### src/rtl/wrp_shff_ctrl.sv
// Frame controller for the 16-lane shuffle switch: paces 16-beat blocks into the switch and counts its output beats.
// Optional drain watchdog enabled by defining WRP_SHFF_CTRL_TIMEOUT_EN.
`timescale 1ns/1ps
module wrp_shff_ctrl #(
   parameter int NBLK_W  = 16,
   parameter int TMO_CYC = 64
) (
   input  logic              clk,
   input  logic              srst_n,
   input  logic              cmd_start_i,
   input  logic [NBLK_W-1:0] cmd_nblk_i,
   input  logic              s_vld_i,
   output logic              s_rdy_o,
   output logic              sw_start_o,
   input  logic              sw_vld_i,
   output logic              busy_o,
   output logic              done_o,
   output logic              err_underrun_o,
   output logic              err_timeout_o,
   output logic [NBLK_W+3:0] out_cnt_o
);

   localparam logic [2:0] S_IDLE  = 3'd0;
   localparam logic [2:0] S_WAIT  = 3'd1;
   localparam logic [2:0] S_RUN   = 3'd2;
   localparam logic [2:0] S_DRAIN = 3'd3;
   localparam logic [2:0] S_DONE  = 3'd4;

   logic [2:0]        state, state_nxt;
   logic [NBLK_W-1:0] nblk_q, blk_left;
   logic [3:0]        beat;
   logic [NBLK_W+3:0] cnt_nxt, cnt_tgt;
   logic              tmo_hit;
   logic              accept;

   assign s_rdy_o = (state == S_WAIT) || (state == S_RUN);
   assign busy_o  = s_rdy_o || (state == S_DRAIN);
   assign done_o  = (state == S_DONE);
   // Beat 0 of a follow-on block sits in RUN so back-to-back blocks need no idle cycle.
   assign sw_start_o = s_vld_i && ((state == S_WAIT) || ((state == S_RUN) && (beat == 4'd0)));
   assign cnt_nxt = out_cnt_o + {{(NBLK_W+3){1'b0}}, (sw_vld_i && busy_o)};
   assign cnt_tgt = {nblk_q, 4'd0};
   assign accept  = (state == S_IDLE) && cmd_start_i && (cmd_nblk_i != '0);

`ifdef WRP_SHFF_CTRL_TIMEOUT_EN
   localparam int TW = $clog2(TMO_CYC + 1);
   logic [TW-1:0] tmo_cnt;

   assign tmo_hit = (state == S_DRAIN) && !sw_vld_i && (tmo_cnt == TW'(TMO_CYC - 1));

   always_ff @(posedge clk) begin
      if (!srst_n || (state != S_DRAIN) || sw_vld_i) tmo_cnt <= '0;
      else                                           tmo_cnt <= tmo_cnt + 1'b1;
   end

   always_ff @(posedge clk) begin
      if (!srst_n)                               err_timeout_o <= 1'b0;
      else if (accept)                           err_timeout_o <= 1'b0;
      else if (tmo_hit && (cnt_nxt != cnt_tgt))  err_timeout_o <= 1'b1;
   end
`else
   assign tmo_hit       = 1'b0;
   assign err_timeout_o = 1'b0;
`endif

   always_comb begin
      state_nxt = state;
      case (state)
         S_IDLE:  if (cmd_start_i) state_nxt = (cmd_nblk_i != '0) ? S_WAIT : S_DONE;
         S_WAIT:  if (s_vld_i) state_nxt = S_RUN;
         S_RUN: begin
            if ((beat == 4'd0) && !s_vld_i)            state_nxt = S_WAIT;
            else if ((beat == 4'd15) && (blk_left == '0)) state_nxt = S_DRAIN;
         end
         S_DRAIN: if ((cnt_nxt == cnt_tgt) || tmo_hit) state_nxt = S_DONE;
         S_DONE:  state_nxt = S_IDLE;
         default: state_nxt = S_IDLE;
      endcase
   end

   always_ff @(posedge clk) begin
      if (!srst_n) begin
         state          <= S_IDLE;
         nblk_q         <= '0;
         blk_left       <= '0;
         beat           <= '0;
         out_cnt_o      <= '0;
         err_underrun_o <= 1'b0;
      end else begin
         state <= state_nxt;
         if ((state == S_IDLE) && cmd_start_i) begin
            nblk_q   <= cmd_nblk_i;
            blk_left <= cmd_nblk_i;
         end else if (sw_start_o) begin
            blk_left <= blk_left - 1'b1;
         end
         if (accept) begin
            out_cnt_o      <= '0;
            err_underrun_o <= 1'b0;
         end else begin
            out_cnt_o <= cnt_nxt;
            if ((state == S_RUN) && (beat != 4'd0) && !s_vld_i) err_underrun_o <= 1'b1;
         end
         // The switch cannot stall, so the beat index free-runs through a block.
         if (sw_start_o)          beat <= 4'd1;
         else if (state == S_RUN) beat <= beat + 4'd1;
      end
   end

endmodule

### config.mk
export PLATFORM = sky130hd
export DESIGN_NAME = wrp_shff_ctrl
export DESIGN_NICKNAME = d
export VERILOG_FILES = /design/src/rtl/wrp_shff_ctrl.sv
export SDC_FILE = /design/constraint.sdc
export NUM_CORES = 1
export LEC_CHECK = 0
export ABC_AREA = 1
export ABC_CLOCK_PERIOD_IN_PS = 7200
export CORE_MARGIN = 2
export CORE_UTILIZATION = 55
export DETAILED_ROUTE_END_ITERATION = 12
export GPL_TIMING_DRIVEN = 1
export PLACE_DENSITY = 0.8
export SLEW_MARGIN = 20
export SYNTH_ARGS = -nofsm -noshare
export SYNTH_HDL_FRONTEND = slang
export SYNTH_SLANG_ARGS = --single-unit
export TNS_END_PERCENT = 20
### constraint.sdc
create_clock -name clk -period 7.2 [get_ports clk]
set_clock_uncertainty 0.05 [all_clocks]
set_input_delay 1.08 -clock clk [delete_from_list [all_inputs] [get_ports clk]]
set_output_delay 1.08 -clock clk [all_outputs]
set_load 0.05 [all_outputs]
==> flow_summary.ini, run 1 <==
[power]
power_density_nw_per_um2 = 342
irDropWorstVdd_mv = 0.259
p_leak_nw = 1.76

[routing]
drc = 0
drtPass1Iterations = 6
viasPerCell = 5.29
ant_nets = 0
vias = 3431
wl_per_cell_um = 13.0
drt-total-wl_um = 8430
first_iter_violations = 195

[clocking]
path_clk_slew_ns = 0.07
cts_buffers = 9
postCtsHoldBufs = 0
clk_latency_ns = 0.34
clkSinkCount = 60
cts_setup_buffers = 0
h-tree-depth = 3
cts_tree = done
cts_resized = 0
cts-root-buf = clkbuf_8
clockBufferDepth = 2

[yosys]
synth_edf_count = 0
yosysTopAreaCell = dfxtp_1
netlist_top_cells_count = nand2_1, inv_1, nor2_1
synth_area_um2 = 3480
synth_cell_type_count = 37
yosysTopAreaCellShare_pct = 34.5
ys_seq_elements = 60
ys.flop_type = dfxtp_1
yosys-top-cells-area = dfxtp_1, nand2_1, inv_1
yosysWarnings = 0
syn-num-nets = 549
synth_most_common_cell = nand2_1
async_reset_ff_share_pct = 0
ys_seq_area_share_pct = 34.5
synthCells = 523
syn_area_per_cell_um2 = 6.65

[global_routing]
top_usage_layer = met2
grt_antenna_before_repair = 0
grt_max_degree = 31
grt_pass1_wl_um = 14400
grt_util_met3_pct = 6.43
use_met2_pct = 43.0
track_usage_pct = 25.2
grt_pass1_vias = 3192
grtUsageMet1_pct = 30.7
gr-total-overflow = 0

[worst_setup_path]
arrival_ns = 2.97
reg2reg_setup_slack_ns = 4.35
start_kind = input port
reg2reg_depth = 19
max_stage_delay_ns = 0.86
path_cells = clkdlybuf4s50_1 -> nand3_2 -> inv_2 -> clkdlybuf4s50_1
r2r_start = state[0]$_SDFFE_PN0P_
critical_path.startpoint = s_vld_i
crit_family = buffers and inverters
required_ns = 6.07
rr_endpoint = state[1]$_SDFFE_PN0P_
cp_max_fo = 16
end_kind = output pin
crit_top_cell = clkdlybuf4s50_1
slowest_stage = clkdlybuf4s50_1
crit_buf_inv = 3
crit_type = in -> out

[die]
placementRows = 28
core_area_um2 = 6030
die_h_um = 83.5
ios = 47
die_x_um = 83.5
fp.dieArea_um2 = 6980
initial_core_util_pct = 57.7

[timing]
rsz0062_at_grt = no
final_max_slew_viol_count = 0
fin_tns_setup_ns = 0
fmax_mhz = 244
relSlewSlack_pct = 40.0
finalCriticalPeriod_ns = 4.10
hold_viol = 0
setup_viol = 0
min_period_over_period_pct = 57.0
holdWs_ns = 0.427
worst_pin_slew_ns = 0.899

[status]
outcome = finished clean

[cells_and_area]
finalCoreUtilization_pct = 69.2
drive_above_1_share_pct = 7.50
n_antenna_cell = 0
final_cells = 648
syn2layout_area_growth_pct = 19.9
final_net_count = 594

[run]
drv_cap = 0

[min_path]
min_to = nblk_q[5]$_SDFFE_PN0P_
hold_depth = 2
min_from = nblk_q[5]$_SDFFE_PN0P_
worst_hold_path_type = reg -> reg

[placed_design]
gp_congestion = 0.924
hpwlAfterDp_um = 6310
port_buffers = 45
dp.cells = 632
worst min-delay path: cells and delay by family, from the launching register on:
| kind | cells | cell delay, ns |
|---|---|---|
| compound gates | 1 | 0.05 |
| simple gates | 1 | 0.06 |
| flops | 1 | 0.32 |
per-layer routing:
metal  wire, µm  share of wire (%)
met1       3730                 44
met2       4050                 48
met5          0                  0
met3        410                4.9
met4        239                2.8
report_power, final:
| part | switching, mW | internal, mW |
|---|---|---|
| sequential | 0.0640 | 0.399 |
| combinational | 0.425 | 0.225 |
| clock | 0.136 | 0.176 |
| total | 0.625 | 0.800 |
layout by cell type (no fill, tap or decap), types with 2 or more instances in the layout:
cell type        instances
dfxtp_1                 60
nand2_1                152
o21ai_0                  6
inv_2                    2
a31oi_1                  9
o211ai_1                 4
nor3_1                   4
nand3_1                 34
clkdlybuf4s50_1         45
nand3b_1                 3
nor2_2                   4
nand2_4                  2
ha_1                     5
nand3_2                  3
nor2_4                   7
clkinv_2                 4
inv_1                   65
nor2_1                  62
a21oi_1                 30
nand4_1                 11
nor4_1                   6
nand2_2                  7
xnor2_1                  8
clkbuf_8                11
xor2_1                  16
per-stage QoR:
stage	power [mW]	setup slack (ns)	instance area (µm²)
final	1.43	3.10	4170
after global routing	1.53	3.01	4170
after CTS	1.42	3.10	4170
after detailed placement	1.11	3.11	3970
after global placement	1.09	3.14	3970
after floorplan	0.957	4.17	3480
worst max path at each step:
stage | cells after the start | slack (ns) | endpoint
CTS | 4 | 3.10 | sw_start_o
detailed placement | 4 | 3.11 | sw_start_o
global route | 4 | 3.01 | sw_start_o
finish | 4 | 3.10 | sw_start_o
floorplan | 18 | 4.17 | state[0]$_SDFFE_PN0P_
global placement | 4 | 3.14 | sw_start_o
cell type report:
cell class                      instances  area (µm²)
Timing Repair Buffer                   45         450
Fill cell                             515        1860
Tap cell                               75        93.8
Sequential cell                        60        1200
Multi-Input combinational cell        385        1970
Clock buffer                           11         151
Inverter                               67         251
Clock inverter                          5        50.0
flip-flops by register name, indices dropped and copies added (netlist names):
register and flops:
nblk_q 16, blk_left 16, beat 4, out_cnt_o 20
state 3, err_underrun_o 1
cells by family after synthesis:
group                    share of synthesized area [%]
AND/OR/NAND/NOR                                   39.2
buffers and inverters                             8.81
flip-flops                                        34.5
AO/OA/AOI/OAI                                     8.88
XOR/XNOR                                          6.69
adder cells (fa/ha/maj)                           1.80
other                                            0.108
No activity file was read; power rests on OpenSTA's default activity.
==> run 2, diff against run 1 <==
--- a/config.mk
+++ b/config.mk
@@ -6,7 +6,7 @@
 export NUM_CORES = 1
 export LEC_CHECK = 0
 export ABC_AREA = 1
-export ABC_CLOCK_PERIOD_IN_PS = 7200
+export ABC_CLOCK_PERIOD_IN_PS = 3800
 export CORE_MARGIN = 2
 export CORE_UTILIZATION = 55
 export DETAILED_ROUTE_END_ITERATION = 12
==> constraint.sdc (replaced) <==
create_clock -name clk -period 3.8 [get_ports clk]
set_clock_uncertainty 0.05 [all_clocks]
set_input_delay 0.57 -clock clk [delete_from_list [all_inputs] [get_ports clk]]
set_output_delay 0.57 -clock clk [all_outputs]
set_load 0.05 [all_outputs]
==> run 2 against run 1 <==
  * Routed wire length rose by 4.6%
  * Largest power group unchanged
  * Die area did not move
  * Hold slack got worse by 0.0043 ns
  * Cell count rose by 0.15%
  * Clock-buffer cell count fell by 1
  * Design area rose by 0.18%
  * Largest cell class unchanged
  * Critical endpoint unchanged
==> flow_summary.ini, run 2 (synthesis results as in run 1) <==
[status]
outcome = finished clean

[die]
core_area_um2 = 6030
fp.dieArea_um2 = 6980
placementRows = 28
initial_core_util_pct = 57.7
die_h_um = 83.5
die_x_um = 83.5
ios = 47

[cells_and_area]
final_net_count = 595
reg_top3 = out_cnt_o: 20 flops, blk_left: 16 flops, nblk_q: 16 flops
drive_above_1_share_pct = 7.67
top_register = out_cnt_o
largest_register_ffs = 20
final_cells = 649
final_cell_mix = nand2_1, inv_1, nor2_1, dfxtp_1, clkdlybuf4s50_1
n_antenna_cell = 0
syn2layout_area_growth_pct = 20.1
layout_commonest_cell = nand2_1

[routing]
ant_nets = 0
wl_per_cell_um = 13.6
drc = 0
drtPass1Iterations = 5
first_iter_violations = 176
viasPerCell = 5.37
drt-total-wl_um = 8820
vias = 3486

[min_path]
worst_hold_path_type = reg -> reg
min_from = nblk_q[4]$_SDFFE_PN0P_
hold_depth = 2

[timing]
finalCriticalPeriod_ns = 3.17
relSlewSlack_pct = 40.4
worst_pin_slew_ns = 0.893
rsz0062_at_grt = no
final_max_slew_viol_count = 0
fmax_mhz = 316
fin_tns_setup_ns = 0
setup_viol = 0
min_period_over_period_pct = 83.3
hold_viol = 0

[worst_setup_path]
crit_family = buffers and inverters
path_cells = nor3_4 -> inv_1 -> nand2_1 -> nand3_2 -> inv_2 -> clkdlybuf4s50_1
crit_buf_inv = 3
cp_max_fo = 16
reg2reg_setup_slack_ns = 1.00
arrival_ns = 2.55
start_kind = flop
path_depth = 6
required_ns = 3.18
reg2reg_depth = 19
critical_path.startpoint = state[2]$_SDFFE_PN0P_
end_kind = output pin
slowest_stage = clkdlybuf4s50_1
crit_type = reg -> out
r2r_start = state[0]$_SDFFE_PN0P_
max_stage_delay_ns = 0.87

[clocking]
clockBufferDepth = 2
cts_buffers = 9
cts-root-buf = clkbuf_8
path_clk_slew_ns = 0.07
cts_resized = 0
h-tree-depth = 3
clk_latency_ns = 0.35
cts_setup_buffers = 0
cts_tree = done
clkSinkCount = 60
postCtsHoldBufs = 0

[global_routing]
grt_max_degree = 31
grt_antenna_before_repair = 0
track_usage_pct = 26.2
gr-total-overflow = 0
grt_pass1_vias = 3258
grt_pass1_wl_um = 14800

[power]
p_leak_nw = 1.75
power_density_nw_per_um2 = 644
irDropWorstVdd_mv = 0.437

[placed_design]
gp_congestion = 0.870
hpwlAfterDp_um = 6680
dp.cells = 633
port_buffers = 45

[run]
drv_cap = 0
==> run 2: worst paths after layout <==
| check | endpoint |
|---|---|
| min | nblk_q[4]$_SDFFE_PN0P_ |
| max reg2reg | state[1]$_SDFFE_PN0P_ |
| min reg2reg | nblk_q[4]$_SDFFE_PN0P_ |
| max | sw_start_o |
==> run 2: per-stage QoR <==
stage	hold WS (ns)	setup slack [ns]	utilization [%]	power [mW]	cell area, µm²
after floorplan	0.391	1.28	-	1.81	3480
after global placement	0.418	0.607	66.0	2.07	3980
after detailed placement	0.413	0.519	66.0	2.10	3980
after CTS	0.427	0.632	69.3	2.69	4180
after global routing	0.453	0.459	69.3	2.90	4180
final	0.423	0.635	69.3	2.69	4180
==> run 2: layout make-up <==
class,instances,area (µm²)
Inverter,67,251
Fill cell,499,1850
Timing Repair Buffer,46,458
Tap cell,75,93.8
Clock inverter,6,63.8
Clock buffer,10,138
Multi-Input combinational cell,385,1970
Sequential cell,60,1200
==> run 2: layer usage <==
metal	up-vias	GRT usage, %	wire length, µm
li1	1763	-	-
met1	1583	31.1	3690
met2	119	45.4	4340
met3	21	6.53	536
met4	0	10.3	256
met5	-	0	0
==> run 2: worst min-delay path: stages (launching register included) <==
cell     delay (ns)
dfxtp_1        0.32
nand2_1        0.06
a21oi_1        0.05
==> run 2: report_power, final <==
| group | internal (mW) | switching (mW) | total, mW |
|---|---|---|---|
| combinational | 0.432 | 0.795 | 1.23 |
| clock | 0.319 | 0.266 | 0.585 |
| sequential | 0.755 | 0.123 | 0.878 |
